## src/rtl/vp_sched_pkg.sv

```systemverilog
// Shared types and constants for the video-path mode scheduler.
// Latency: n/a (declarations only).
// Backpressure: n/a.
package vp_sched_pkg;

   localparam int MODE_W = 3;

   typedef enum logic [1:0] {
      RUN     = 2'd0,
      PENDING = 2'd1,
      BLANK   = 2'd2
   } state_t;

   localparam logic [MODE_W-1:0] MODE_BYPASS = 3'd0;
   localparam logic [MODE_W-1:0] MODE_GRAY   = 3'd1;
   localparam logic [MODE_W-1:0] MODE_BIN    = 3'd2;
   localparam logic [MODE_W-1:0] MODE_FILTER = 3'd3;
   localparam logic [MODE_W-1:0] MODE_EDGE   = 3'd4;

   // Successor mode for auto-cycling, wrapping back to mode 0.
   function automatic logic [MODE_W-1:0] next_mode_wrap(input logic [MODE_W-1:0] m,
                                                        input int num_modes);
      return (int'(m) >= num_modes - 1) ? '0 : m + 1'b1;
   endfunction

endpackage

```

## src/rtl/vp_sw_debounce.sv

```systemverilog
// Switch debouncer: 2-FF synchronizer plus stability counter.
// Latency: 2 sync cycles + DEBOUNCE_CYCLES stable cycles before stable_o updates.
// Backpressure: none; the input is sampled every cycle.
// Ports: clk, rst_n (async active-low), raw_i (asynchronous switches),
//        stable_o (last value that held steady for DEBOUNCE_CYCLES cycles).
module vp_sw_debounce #(
   parameter int W               = 3,
   parameter int DEBOUNCE_CYCLES = 1000
) (
   input  logic         clk,
   input  logic         rst_n,
   input  logic [W-1:0] raw_i,
   output logic [W-1:0] stable_o
);

   localparam int            CW       = (DEBOUNCE_CYCLES > 1) ? $clog2(DEBOUNCE_CYCLES) : 1;
   localparam logic [CW-1:0] CNT_LAST = CW'((DEBOUNCE_CYCLES > 0) ? DEBOUNCE_CYCLES - 1 : 0);

   logic [W-1:0]  meta_q, sync_q, prev_q, stable_q;
   logic [CW-1:0] cnt_q;

   always_ff @(posedge clk or negedge rst_n) begin
      if (!rst_n) begin
         meta_q   <= '0;
         sync_q   <= '0;
         prev_q   <= '0;
         stable_q <= '0;
         cnt_q    <= '0;
      end else begin
         meta_q <= raw_i;
         sync_q <= meta_q;
         prev_q <= sync_q;
         // Any change restarts the count; once it saturates the value is accepted.
         if (sync_q != prev_q) begin
            cnt_q <= '0;
         end else if (cnt_q == CNT_LAST) begin
            stable_q <= prev_q;
         end else begin
            cnt_q <= cnt_q + 1'b1;
         end
      end
   end

   assign stable_o = stable_q;

endmodule

```

## src/rtl/vp_mode_scheduler.sv

```systemverilog
// Frame-synchronous mode scheduler for the video path; mode changes only at frame start.
// Latency: fs seen in cycle N -> mode/blank_out/switch_pulse registered in cycle N+1.
// Backpressure: none; requests wait in PENDING/BLANK until the next suitable frame start.
// Ports: clk, rst_n, v_sync_in, sw[2:0], auto_en -> mode[2:0], blank_out, switch_pulse, busy.
// Optional macro VP_SCHED_STATUS_EN adds frames_total[15:0] and switch_count[7:0].
module vp_mode_scheduler
   import vp_sched_pkg::*;
#(
   parameter int NUM_MODES       = 5,
   parameter int DEBOUNCE_CYCLES = 1000,
   parameter int BLANK_FRAMES    = 2,
   parameter int FRAMES_PER_MODE = 60
) (
   input  logic              clk,
   input  logic              rst_n,
   input  logic              v_sync_in,
   input  logic [MODE_W-1:0] sw,
   input  logic              auto_en,
   output logic [MODE_W-1:0] mode,
   output logic              blank_out,
   output logic              switch_pulse,
   output logic              busy
`ifdef VP_SCHED_STATUS_EN
   ,
   output logic [15:0]       frames_total,
   output logic [7:0]        switch_count
`endif
);

   localparam int             FCW        = (FRAMES_PER_MODE > 1) ? $clog2(FRAMES_PER_MODE) : 1;
   localparam logic [FCW-1:0] FRAME_LAST = FCW'((FRAMES_PER_MODE > 0) ? FRAMES_PER_MODE - 1 : 0);
   localparam int             BCW        = (BLANK_FRAMES > 1) ? $clog2(BLANK_FRAMES) : 1;
   localparam logic [BCW-1:0] BLANK_LAST = BCW'((BLANK_FRAMES > 0) ? BLANK_FRAMES - 1 : 0);
   localparam logic [MODE_W-1:0] MODE_MAX = MODE_W'(NUM_MODES - 1);

   logic              vs_q, fs;
   logic [1:0]        auto_sync_q;
   logic              auto_on;
   logic [MODE_W-1:0] sw_stable, sw_req;

   state_t            state_q, state_d;
   logic [MODE_W-1:0] mode_q, mode_d, next_mode_q, next_mode_d;
   logic              held_q, held_d;          // request latched during BLANK
   logic              pend_auto_q, pend_auto_d; // source of the latched request
   logic [FCW-1:0]    frame_cnt_q, frame_cnt_d, frame_inc;
   logic [BCW-1:0]    blank_cnt_q, blank_cnt_d;
   logic              blank_q, blank_d, pulse_q, pulse_d, busy_q, busy_d;
   logic              req_vld, do_switch;
   logic [MODE_W-1:0] req_mode;

   vp_sw_debounce #(.W(MODE_W), .DEBOUNCE_CYCLES(DEBOUNCE_CYCLES)) u_sw_db (
      .clk      (clk),
      .rst_n    (rst_n),
      .raw_i    (sw),
      .stable_o (sw_stable)
   );

   always_ff @(posedge clk or negedge rst_n) begin
      if (!rst_n) begin
         vs_q        <= 1'b0;
         auto_sync_q <= '0;
      end else begin
         vs_q        <= v_sync_in;
         auto_sync_q <= {auto_sync_q[0], auto_en};
      end
   end

   assign fs      = v_sync_in & ~vs_q;
   assign auto_on = auto_sync_q[1];

   // Request decode: auto requests fire on the fs where frame_cnt reaches its last value.
   always_comb begin
      frame_inc = (frame_cnt_q == FRAME_LAST) ? frame_cnt_q : frame_cnt_q + 1'b1;
      sw_req    = (sw_stable > MODE_MAX) ? MODE_MAX : sw_stable;
      if (auto_on) begin
         req_vld  = fs && (frame_inc == FRAME_LAST) && (state_q != PENDING);
         req_mode = next_mode_wrap(mode_q, NUM_MODES);
      end else begin
         req_vld  = (sw_req != mode_q);
         req_mode = sw_req;
      end
   end

   // State register.
   always_ff @(posedge clk or negedge rst_n) begin
      if (!rst_n) state_q <= RUN;
      else        state_q <= state_d;
   end

   // Next-state logic.
   always_comb begin
      state_d     = state_q;
      next_mode_d = next_mode_q;
      held_d      = held_q;
      pend_auto_d = pend_auto_q;
      do_switch   = 1'b0;
      unique case (state_q)
         RUN: begin
            if (req_vld) begin
               next_mode_d = req_mode;
               pend_auto_d = auto_on;
               state_d     = PENDING;
            end
         end
         PENDING: begin
            // Withdrawn request: auto_en toggled, or sw went back to the current mode.
            if ((pend_auto_q != auto_on) || (!auto_on && !req_vld)) begin
               state_d = RUN;
            end else begin
               if (!auto_on) next_mode_d = req_mode;
               if (fs) begin
                  do_switch = 1'b1;
                  held_d    = 1'b0;
                  state_d   = (BLANK_FRAMES > 0) ? BLANK : RUN;
               end
            end
         end
         BLANK: begin
            if (req_vld) begin
               next_mode_d = req_mode;
               pend_auto_d = auto_on;
               held_d      = 1'b1;
            end
            if (fs && (blank_cnt_q == BLANK_LAST)) begin
               held_d  = 1'b0;
               state_d = (held_q || req_vld) ? PENDING : RUN;
            end
         end
         default: state_d = RUN;
      endcase
   end

   // Output / datapath next values.
   always_comb begin
      mode_d      = mode_q;
      blank_d     = blank_q;
      pulse_d     = 1'b0;
      frame_cnt_d = frame_cnt_q;
      blank_cnt_d = blank_cnt_q;
      if (do_switch) begin
         mode_d      = next_mode_d;
         pulse_d     = 1'b1;
         frame_cnt_d = '0;
         blank_cnt_d = '0;
         blank_d     = (BLANK_FRAMES > 0);
      end else if (fs && (state_q != PENDING)) begin
         frame_cnt_d = frame_inc;
      end
      if ((state_q == BLANK) && fs) begin
         if (blank_cnt_q == BLANK_LAST) begin
            blank_d     = 1'b0;
            blank_cnt_d = '0;
         end else begin
            blank_cnt_d = blank_cnt_q + 1'b1;
         end
      end
      busy_d = (state_d != RUN);
   end

   always_ff @(posedge clk or negedge rst_n) begin
      if (!rst_n) begin
         mode_q      <= MODE_BYPASS;
         next_mode_q <= MODE_BYPASS;
         held_q      <= 1'b0;
         pend_auto_q <= 1'b0;
         frame_cnt_q <= '0;
         blank_cnt_q <= '0;
         blank_q     <= 1'b0;
         pulse_q     <= 1'b0;
         busy_q      <= 1'b0;
      end else begin
         mode_q      <= mode_d;
         next_mode_q <= next_mode_d;
         held_q      <= held_d;
         pend_auto_q <= pend_auto_d;
         frame_cnt_q <= frame_cnt_d;
         blank_cnt_q <= blank_cnt_d;
         blank_q     <= blank_d;
         pulse_q     <= pulse_d;
         busy_q      <= busy_d;
      end
   end

   assign mode         = mode_q;
   assign blank_out    = blank_q;
   assign switch_pulse = pulse_q;
   assign busy         = busy_q;

`ifdef VP_SCHED_STATUS_EN
   logic [15:0] frames_total_q;
   logic [7:0]  switch_count_q;

   always_ff @(posedge clk or negedge rst_n) begin
      if (!rst_n) begin
         frames_total_q <= '0;
         switch_count_q <= '0;
      end else begin
         if (fs) frames_total_q <= frames_total_q + 1'b1;
         if (do_switch && (switch_count_q != 8'hFF)) switch_count_q <= switch_count_q + 1'b1;
      end
   end

   assign frames_total = frames_total_q;
   assign switch_count = switch_count_q;
`endif

endmodule

```

## config.mk

```make
export PLATFORM = sky130hd
export DESIGN_NAME = vp_mode_scheduler
export DESIGN_NICKNAME = d
export VERILOG_FILES = /design/src/rtl/vp_sched_pkg.sv /design/src/rtl/vp_sw_debounce.sv /design/src/rtl/vp_mode_scheduler.sv
export SDC_FILE = /design/constraint.sdc
export NUM_CORES = 1
export LEC_CHECK = 0
export ABC_AREA = 0
export CORE_ASPECT_RATIO = 0.6
export CORE_UTILIZATION = 55
export DETAILED_ROUTE_END_ITERATION = 10
export DONT_BUFFER_PORTS = 1
export GPL_TIMING_DRIVEN = 0
export PLACE_DENSITY = 0.7
export SETUP_SLACK_MARGIN = 0.15
export SLEW_MARGIN = 15
export SYNTH_ARGS = -nofsm -noshare
export SYNTH_HDL_FRONTEND = slang
export SYNTH_SLANG_ARGS = --single-unit
```

## constraint.sdc

```tcl
create_clock -name clk -period 2.6 [get_ports clk]
set_clock_uncertainty 0.05 [all_clocks]
set_input_delay 0.39 -clock clk [delete_from_list [all_inputs] [get_ports clk]]
set_output_delay 0.39 -clock clk [all_outputs]
set_load 0.005 [all_outputs]
```

==> results of run 1 <==
state kept, by name, indices dropped and copies added (netlist names), 2 cells and up:
| signal | flops |
|---|---|
| auto_sync_q | 2 |
| u_sw_db.meta_q | 3 |
| u_sw_db.cnt_q | 10 |
| frame_cnt_q | 6 |
| u_sw_db.sync_q | 3 |
| next_mode_q | 3 |
| u_sw_db.stable_o | 3 |
| u_sw_db.prev_q | 3 |
| state_q | 2 |
| mode | 3 |
routing by layer:
| metal | up-vias | part of all wire | global-route usage |
|---|---|---|---|
| met5 | - | 0 | 0 |
| met4 | 0 | 0.0061 | 0.09167 |
| met3 | 5 | 0.063 | 0.07143 |
| met2 | 68 | 0.43 | 0.3467 |
| met1 | 812 | 0.50 | 0.3464 |
| li1 | 824 | - | - |
synthesized netlist by cell type, types with 2 or more instances:
cell      count  area (sq um)
dfrtp_1      45          1126
nor2_1       26         97.59
nand2_1      19         71.32
xnor2_1      10         87.58
inv_1         9         33.78
mux2_2        8         90.09
o21ai_0       7         35.03
a21oi_1       6         30.03
clkbuf_1      6         22.52
nand3_1       6         30.03
xor2_1        6         52.55
nand2b_1      5         31.28
nor2b_1       5         31.28
nor3b_1       5         37.54
a211o_1       4         35.03
ha_1          4         50.05
mux2i_1       4         40.04
nand4_1       4         25.02
nor3_1        4         20.02
a211oi_1      3         22.52
nand3b_1      3         22.52
nand4b_1      3         26.28
o22ai_1       3         18.77
a311oi_1      2         17.52
and3_1        2         12.51
buf_2         2         10.01
o21bai_1      2         15.01
o221ai_1      2         17.52
or3_1         2         12.51
how the worst min path moves through the flow:
stage	startpoint	endpoint	slack (ns)	cells after the start
final	v_sync_in	vs_q$_DFF_PN0_	0.06	0
after global placement	rst_n	u_sw_db.meta_q[0]$_DFF_PN0_	0.05	0
after CTS	v_sync_in	vs_q$_DFF_PN0_	0.06	0
after global routing	sw[2]	u_sw_db.meta_q[2]$_DFF_PN0_	0.05	0
after floorplan	rst_n	auto_sync_q[0]$_DFF_PN0_	0.04	0
after detailed placement	rst_n	u_sw_db.meta_q[0]$_DFF_PN0_	0.05	0
final cells by class:
type	count	area, sq um
tap	47	58.81
inverter	9	33.78
timing repair buffer	2	37.54
clock inverter	3	17.52
buffer	9	40.04
clock buffer	5	68.82
multi-input combinational	165	1117
fill	306	1328
sequential	45	1127
kinds of logic (layout without fill, tap and decap cells):
| group | after synthesis | in the layout | synth area share |
|---|---|---|---|
| compound gates | 42 | 42 | 0.1301 |
| mux | 12 | 12 | 0.05662 |
| xor+xnor | 16 | 16 | 0.06097 |
| simple gates | 91 | 91 | 0.2085 |
| flops | 45 | 45 | 0.4899 |
| buf+inv | 18 | 28 | 0.03212 |
| fa+ha+maj | 4 | 4 | 0.02178 |
cells in the final DEF, fill, tap and decap left out, drive strengths merged, types with 3 or more instances in the layout:
cell type and n:
o21ai 8, o22ai 3, xnor2 10, nand2b 5
mux2 8, dfrtp 45, nand2 19, a211o 4
nand3 6, ha 4, inv 9, a21oi 6
nor2b 5, xor2 6, mux2i 4, nand4b 3
nor2 27, nand4 4, buf 4, nor3b 5
clkbuf 11, a211oi 3, nor3 4, nand3b 3
critical path, stage by stage, from the launching register on:
cell and delay (ns):
dfrtp_1 0.36, buf_2 0.17, and4bb_2 0.28, a311o_1 0.38, nor3_2 0.32, mux2_2 0.40, a211o_1 0.29
timing repair:
action                                  in CTS  in global routing
hold buffers                                 2                  0
endpoints found under the hold margin       45                  0
gates resized for setup                      2                  4
endpoints found under the setup margin       5                  5
pin swaps                                    0                  1
per-stage QoR:
step | area, sq um | power, uW | hold slack [ns] | utilization
4_1_cts | 2487 | 2118 | 0.05525 | 0.6497
2_1_floorplan | 2298 | 1495 | 0.04441 | -
3_5_place_dp | 2357 | 1667 | 0.04510 | 0.6157
3_3_place_gp | 2357 | 1624 | 0.04517 | 0.6157
5_1_grt | 2501 | 2287 | 0.04756 | 0.6533
6_report | 2501 | 2141 | 0.06361 | 0.6533
power breakdown:
| group | switching [uW] | internal [uW] | leakage, uW |
|---|---|---|---|
| Sequential | 146 | 830 | 0.000572 |
| Combinational | 413 | 325 | 0.000422 |
| Clock | 241 | 186 | 0.0000439 |
==> flow_metrics.env, run 1 <==
export IMPL_drt_wl_total_um=4736
export IMPL_r2r_setup_slack_ns=0.24
export IMPL_row_count=17
export IMPL_hpwl_um=3279
export IMPL_clock_sinks=45
export IMPL_drt_pass1_iterations=4
export IMPL_ys_seq_elements=45
export IMPL_finalCriticalPeriod_ns=2.357
export IMPL_rr_worst_depth=6
export IMPL_critical_path_class="reg2reg"
export IMPL_rsz0062_at_grt="false"
export IMPL_pre_cts_slack_ns=-0.009532
export IMPL_portBuffers=0
export IMPL_clkLatencyLatePin_ns=0.30
export IMPL_start_util=0.6003
export IMPL_die_w_um=85.46
export IMPL_maxSlewViolCount=0
export IMPL_synthCells=228
export IMPL_htreeDepth=2
export IMPL_drv_cap=0
export IMPL_synth_warnings=0
export IMPL_layout_nets=248
export IMPL_peakVddDrop_uv=529.9
export IMPL_grt_overflow=0
export IMPL_vias_per_cell=5.996
export IMPL_synth_nets=239
export IMPL_diodes=0
export IMPL_antenna_left=0
export IMPL_min_period_over_period=0.9067
export IMPL_drt_iter0_drc=145
export IMPL_final_cells=285
export IMPL_place_gp_congestion=0.8282
export IMPL_cts_root_buffer="clkbuf_8"
export IMPL_die_h_um=52.08
export IMPL_area_growth_pct=8.819
export IMPL_track_usage=0.2418
export IMPL_maxSlewHeadroom=0.5117
export IMPL_synth_edf_count=0
export IMPL_antenna_found_initial=0
export IMPL_crit_end="next_mode_q[0]$_DFF_PN0_"
export IMPL_cts_buffer_depth=2
export IMPL_wl_per_cell_um=16.62
export IMPL_die_area_sq_mm=0.004450
export IMPL_synthArstFlopShare=1.000
export IMPL_cts_clk_slew_worst_paths_ns=0.08
export IMPL_cp_max_fo=10
export IMPL_worstReg2RegEnd="next_mode_q[0]$_DFF_PN0_"
export IMPL_cts_buffers=5
export IMPL_worstPathRequired_ns=2.74
export IMPL_synth_area_per_cell_sq_um=10.08
export IMPL_syn_area_sq_mm=0.002298
export IMPL_drive_above_1_share=0.1218
export IMPL_post_cts_repair_setup_buffers=0
export IMPL_grt_start_max_net_pins=46
export IMPL_synthDistinctLibCells=50
export IMPL_endpoint_kind="register"
export IMPL_vias=1709
export IMPL_setup_slack_ns=0.2426
export IMPL_hp_class="in2reg"
export IMPL_cellPowerDensity_mw_per_mm2=855.9
export IMPL_timing_rr_start="u_sw_db.stable_o[2]$_DFFE_PN0P_"
export IMPL_synthFlopType="dfrtp_1"
export IMPL_grt_pass1_vias=1671
export IMPL_setup_tns_ns=0
export IMPL_cts_tree="yes"
export IMPL_grt_first_pass_wirelength_um=8010
export IMPL_yosysSeqAreaShare=0.4899
export IMPL_cellLeakagePower_uw=0.001038
export IMPL_hold_violations=0
export IMPL_worstPathArrival_ns=2.49
export IMPL_timing_fmax_mhz=424.2
export IMPL_setup_viol=0
export IMPL_ioPinCount=13
export IMPL_coreArea_sq_mm=0.003829
export IMPL_critPathLaunch="u_sw_db.stable_o[2]$_DFFE_PN0P_"
export IMPL_cp_start_kind="register"
export IMPL_drc=0
export IMPL_status="complete, no violations"
export IMPL_worstMarginPinSlew_ns=0.7325
export IMPL_place_inst=275
Note: power is estimated with default switching activity, not from simulation.
==> run 2, diff against run 1 <==
- ABC_AREA: 0 -> 1
- TNS_END_PERCENT: default -> 10
==> flow_metrics.env, run 2 <==
export IMPL_cts_buffer_depth=2
export IMPL_die_h_um=51.08
export IMPL_register_area_sq_mm=0.001126
export IMPL_area_growth_pct=9.745
export IMPL_synthAdderAreaFrac=0.02266
export IMPL_synth_warnings=0
export IMPL_synth_mux_area_frac=0.01530
export IMPL_coreArea_sq_mm=0.003765
export IMPL_cts_clk_slew_worst_paths_ns=0.09
export IMPL_synth_xor_area_frac=0.02380
export IMPL_wl_per_cell_um=12.89
export IMPL_largest_reg_flops=10
export IMPL_synth_top_area_frac=0.5099
export IMPL_cp_max_fo=6
export IMPL_yosysMostFrequentCell="nand2_1"
export IMPL_critical_path_class="reg2reg"
export IMPL_ioPinCount=13
export IMPL_row_count=17
export IMPL_start_util=0.5866
export IMPL_top_regs="u_sw_db.cnt_q (10), frame_cnt_q (6)"
export IMPL_worstPathArrival_ns=2.11
export IMPL_crit_path_cell_trace="ha_1 > nand2_1 > inv_1 > nand2_1 > nand4_1 > nor2_1 > nand2_2 > nand2_4 > nand2_1 > nand3_1 > nand3_1 > nand2_1 > nand2_1"
export IMPL_layout_nets=282
export IMPL_drive_above_1_share=0.08824
export IMPL_yosys_top_cells_count="nand2_1, dfrtp_1, inv_1"
export IMPL_cpMostUsedCell="nand2_1"
export IMPL_cts_buffers=5
export IMPL_peakVddDrop_uv=385.1
export IMPL_syn_area_sq_mm=0.002208
export IMPL_worstPathRequired_ns=2.75
export IMPL_antenna_found_initial=0
export IMPL_min_period_over_period=0.7544
export IMPL_grt_start_max_net_pins=46
export IMPL_drc=0
export IMPL_cp_start_kind="register"
export IMPL_vias_per_cell=5.298
export IMPL_yosysSeqAreaShare=0.5099
export IMPL_die_w_um=83.81
export IMPL_synthArstFlopShare=1.000
export IMPL_drt_wl_total_um=4112
export IMPL_grt_overflow=0
export IMPL_synthTopCellsByArea="dfrtp_1, nand2_1, inv_1"
export IMPL_cellLeakagePower_uw=0.001213
export IMPL_die_area_sq_mm=0.004281
export IMPL_antenna_left=0
export IMPL_place_gp_congestion=0.8683
export IMPL_portBuffers=0
export IMPL_setup_tns_ns=0
export IMPL_cts_tree="yes"
export IMPL_endpoint_kind="register"
export IMPL_synth_edf_count=0
export IMPL_ys_seq_elements=45
export IMPL_cts_root_buffer="clkbuf_8"
export IMPL_synth_compound_area_frac=0.09122
export IMPL_clkLatencyLatePin_ns=0.30
export IMPL_synthDistinctLibCells=30
export IMPL_grt_first_pass_wirelength_um=7079
export IMPL_drv_cap=0
export IMPL_synth_nets=273
export IMPL_vias=1690
export IMPL_multiInputGateArea_sq_um=905.9
export IMPL_hp_class="in2reg"
export IMPL_yosys_area_top_type="dfrtp_1"
export IMPL_fillerInstances=299
export IMPL_finalCriticalPeriod_ns=1.961
export IMPL_htreeDepth=2
export IMPL_hpwl_um=3075
export IMPL_mostFrequentLayoutCells="nand2_1, dfrtp_1, inv_1"
export IMPL_clock_sinks=45
export IMPL_synth_top_family_by_area="simple AND/OR/NAND/NOR gates"
export IMPL_top_register="u_sw_db.cnt_q"
export IMPL_timing_fmax_mhz=509.9
export IMPL_synthCells=262
export IMPL_maxSlewHeadroom=0.7774
export IMPL_final_cells=319
export IMPL_synthFlopType="dfrtp_1"
export IMPL_maxSlewViolCount=0
export IMPL_cellPowerDensity_mw_per_mm2=623.1
export IMPL_post_cts_repair_setup_buffers=0
export IMPL_drt_iter0_drc=153
export IMPL_drt_pass1_iterations=5
export IMPL_place_inst=309
export IMPL_diodes=0
export IMPL_cpMaxStageDelayCell="dfrtp_1"
export IMPL_max_stage_delay_ns=0.45
export IMPL_status="complete, no violations"
export IMPL_synth_area_per_cell_sq_um=8.429
export IMPL_setup_viol=0
export IMPL_final_common_cell="nand2_1"
export IMPL_grt_pass1_vias=1466
export IMPL_track_usage=0.2199
export IMPL_worstMarginPinSlew_ns=0.3328
export IMPL_synth_simple_area_share=0.2572
export IMPL_rsz0062_at_grt="false"
export IMPL_cts_resized=0
export IMPL_hold_violations=0
==> run 2: critical path, delay by kind of cell (launching register included) <==
| kind | cells | cell delay, ns |
|---|---|---|
| adder cells (fa/ha/maj) | 1 | 0.26 |
| buffers and inverters | 1 | 0.07 |
| flip-flops | 1 | 0.45 |
| AND/OR/NAND/NOR | 11 | 1.03 |
==> run 2: worst paths after layout <==
check	from	endpoint	slack, ns	depth (start not counted)
setup reg to reg	frame_cnt_q[0]$_DFFE_PN0P_	mode[1]$_DFFE_PN0P_	0.64	13
max in group asynchronous	rst_n	frame_cnt_q[3]$_DFFE_PN0P_	1.75	2
setup / recovery	frame_cnt_q[0]$_DFFE_PN0P_	mode[1]$_DFFE_PN0P_	0.64	13
hold / removal	sw[1]	u_sw_db.meta_q[1]$_DFF_PN0_	0.06	0
min in group asynchronous	rst_n	u_sw_db.cnt_q[2]$_DFFE_PN0N_	0.53	2
hold reg to reg	auto_sync_q[0]$_DFF_PN0_	auto_sync_q[1]$_DFF_PN0_	0.31	0
==> run 2: cells by family (layout without fill, tap and decap cells) <==
logic type	count (synthesis)	in the layout
simple gates	121	121
buf+inv	47	57
flops	45	45
compound gates	36	36
xor+xnor	6	6
fa+ha+maj	4	4
mux	3	3
==> run 2: metrics by stage <==
step	worst slack (ns)	power (uW)	cell area [sq um]	utilization	hold WS [ns]
after floorplan	0.8925	911.3	2208	-	0.04441
after global placement	0.7016	940.9	2267	0.6022	0.04541
after detailed placement	0.6763	947.8	2267	0.6022	0.04541
after CTS	0.6561	1516	2424	0.6437	0.04793
after global routing	0.4355	1581	2424	0.6437	0.03462
final	0.6387	1510	2424	0.6437	0.05514
==> run 2: what timing repair did <==
action	4_1_cts	5_1_grt
hold buffers	2	0
endpoints found under the setup margin	0	0
endpoints found under the hold margin	45	0
==> run 2: metal layers <==
metal  global-route usage  routed length [um]  up-vias
met1               0.3578                2246      774
met3              0.05493                 318        2
li1                     -                   -      865
met2               0.2855                1536       49
met5                    0                   0        -
met4              0.05172                  10        0
==> run 2: final cells by class <==
cell class                 instances  area share
clock inverter                     3     0.02065
multi-input combinational        170      0.3738
timing repair buffer               2     0.01549
inverter                          47     0.07279
clock buffer                       5     0.02839
tap                               47     0.02426
sequential                        45      0.4646
==> run 2: power by group <==
part / switching (uW) / leakage (uW) / internal (uW)
Sequential: 50.7 / 0.000571 / 742
Clock: 259 / 0.0000603 / 295
Combinational: 99.8 / 0.000581 / 63.9
Total: 410 / 0.00121 / 1100
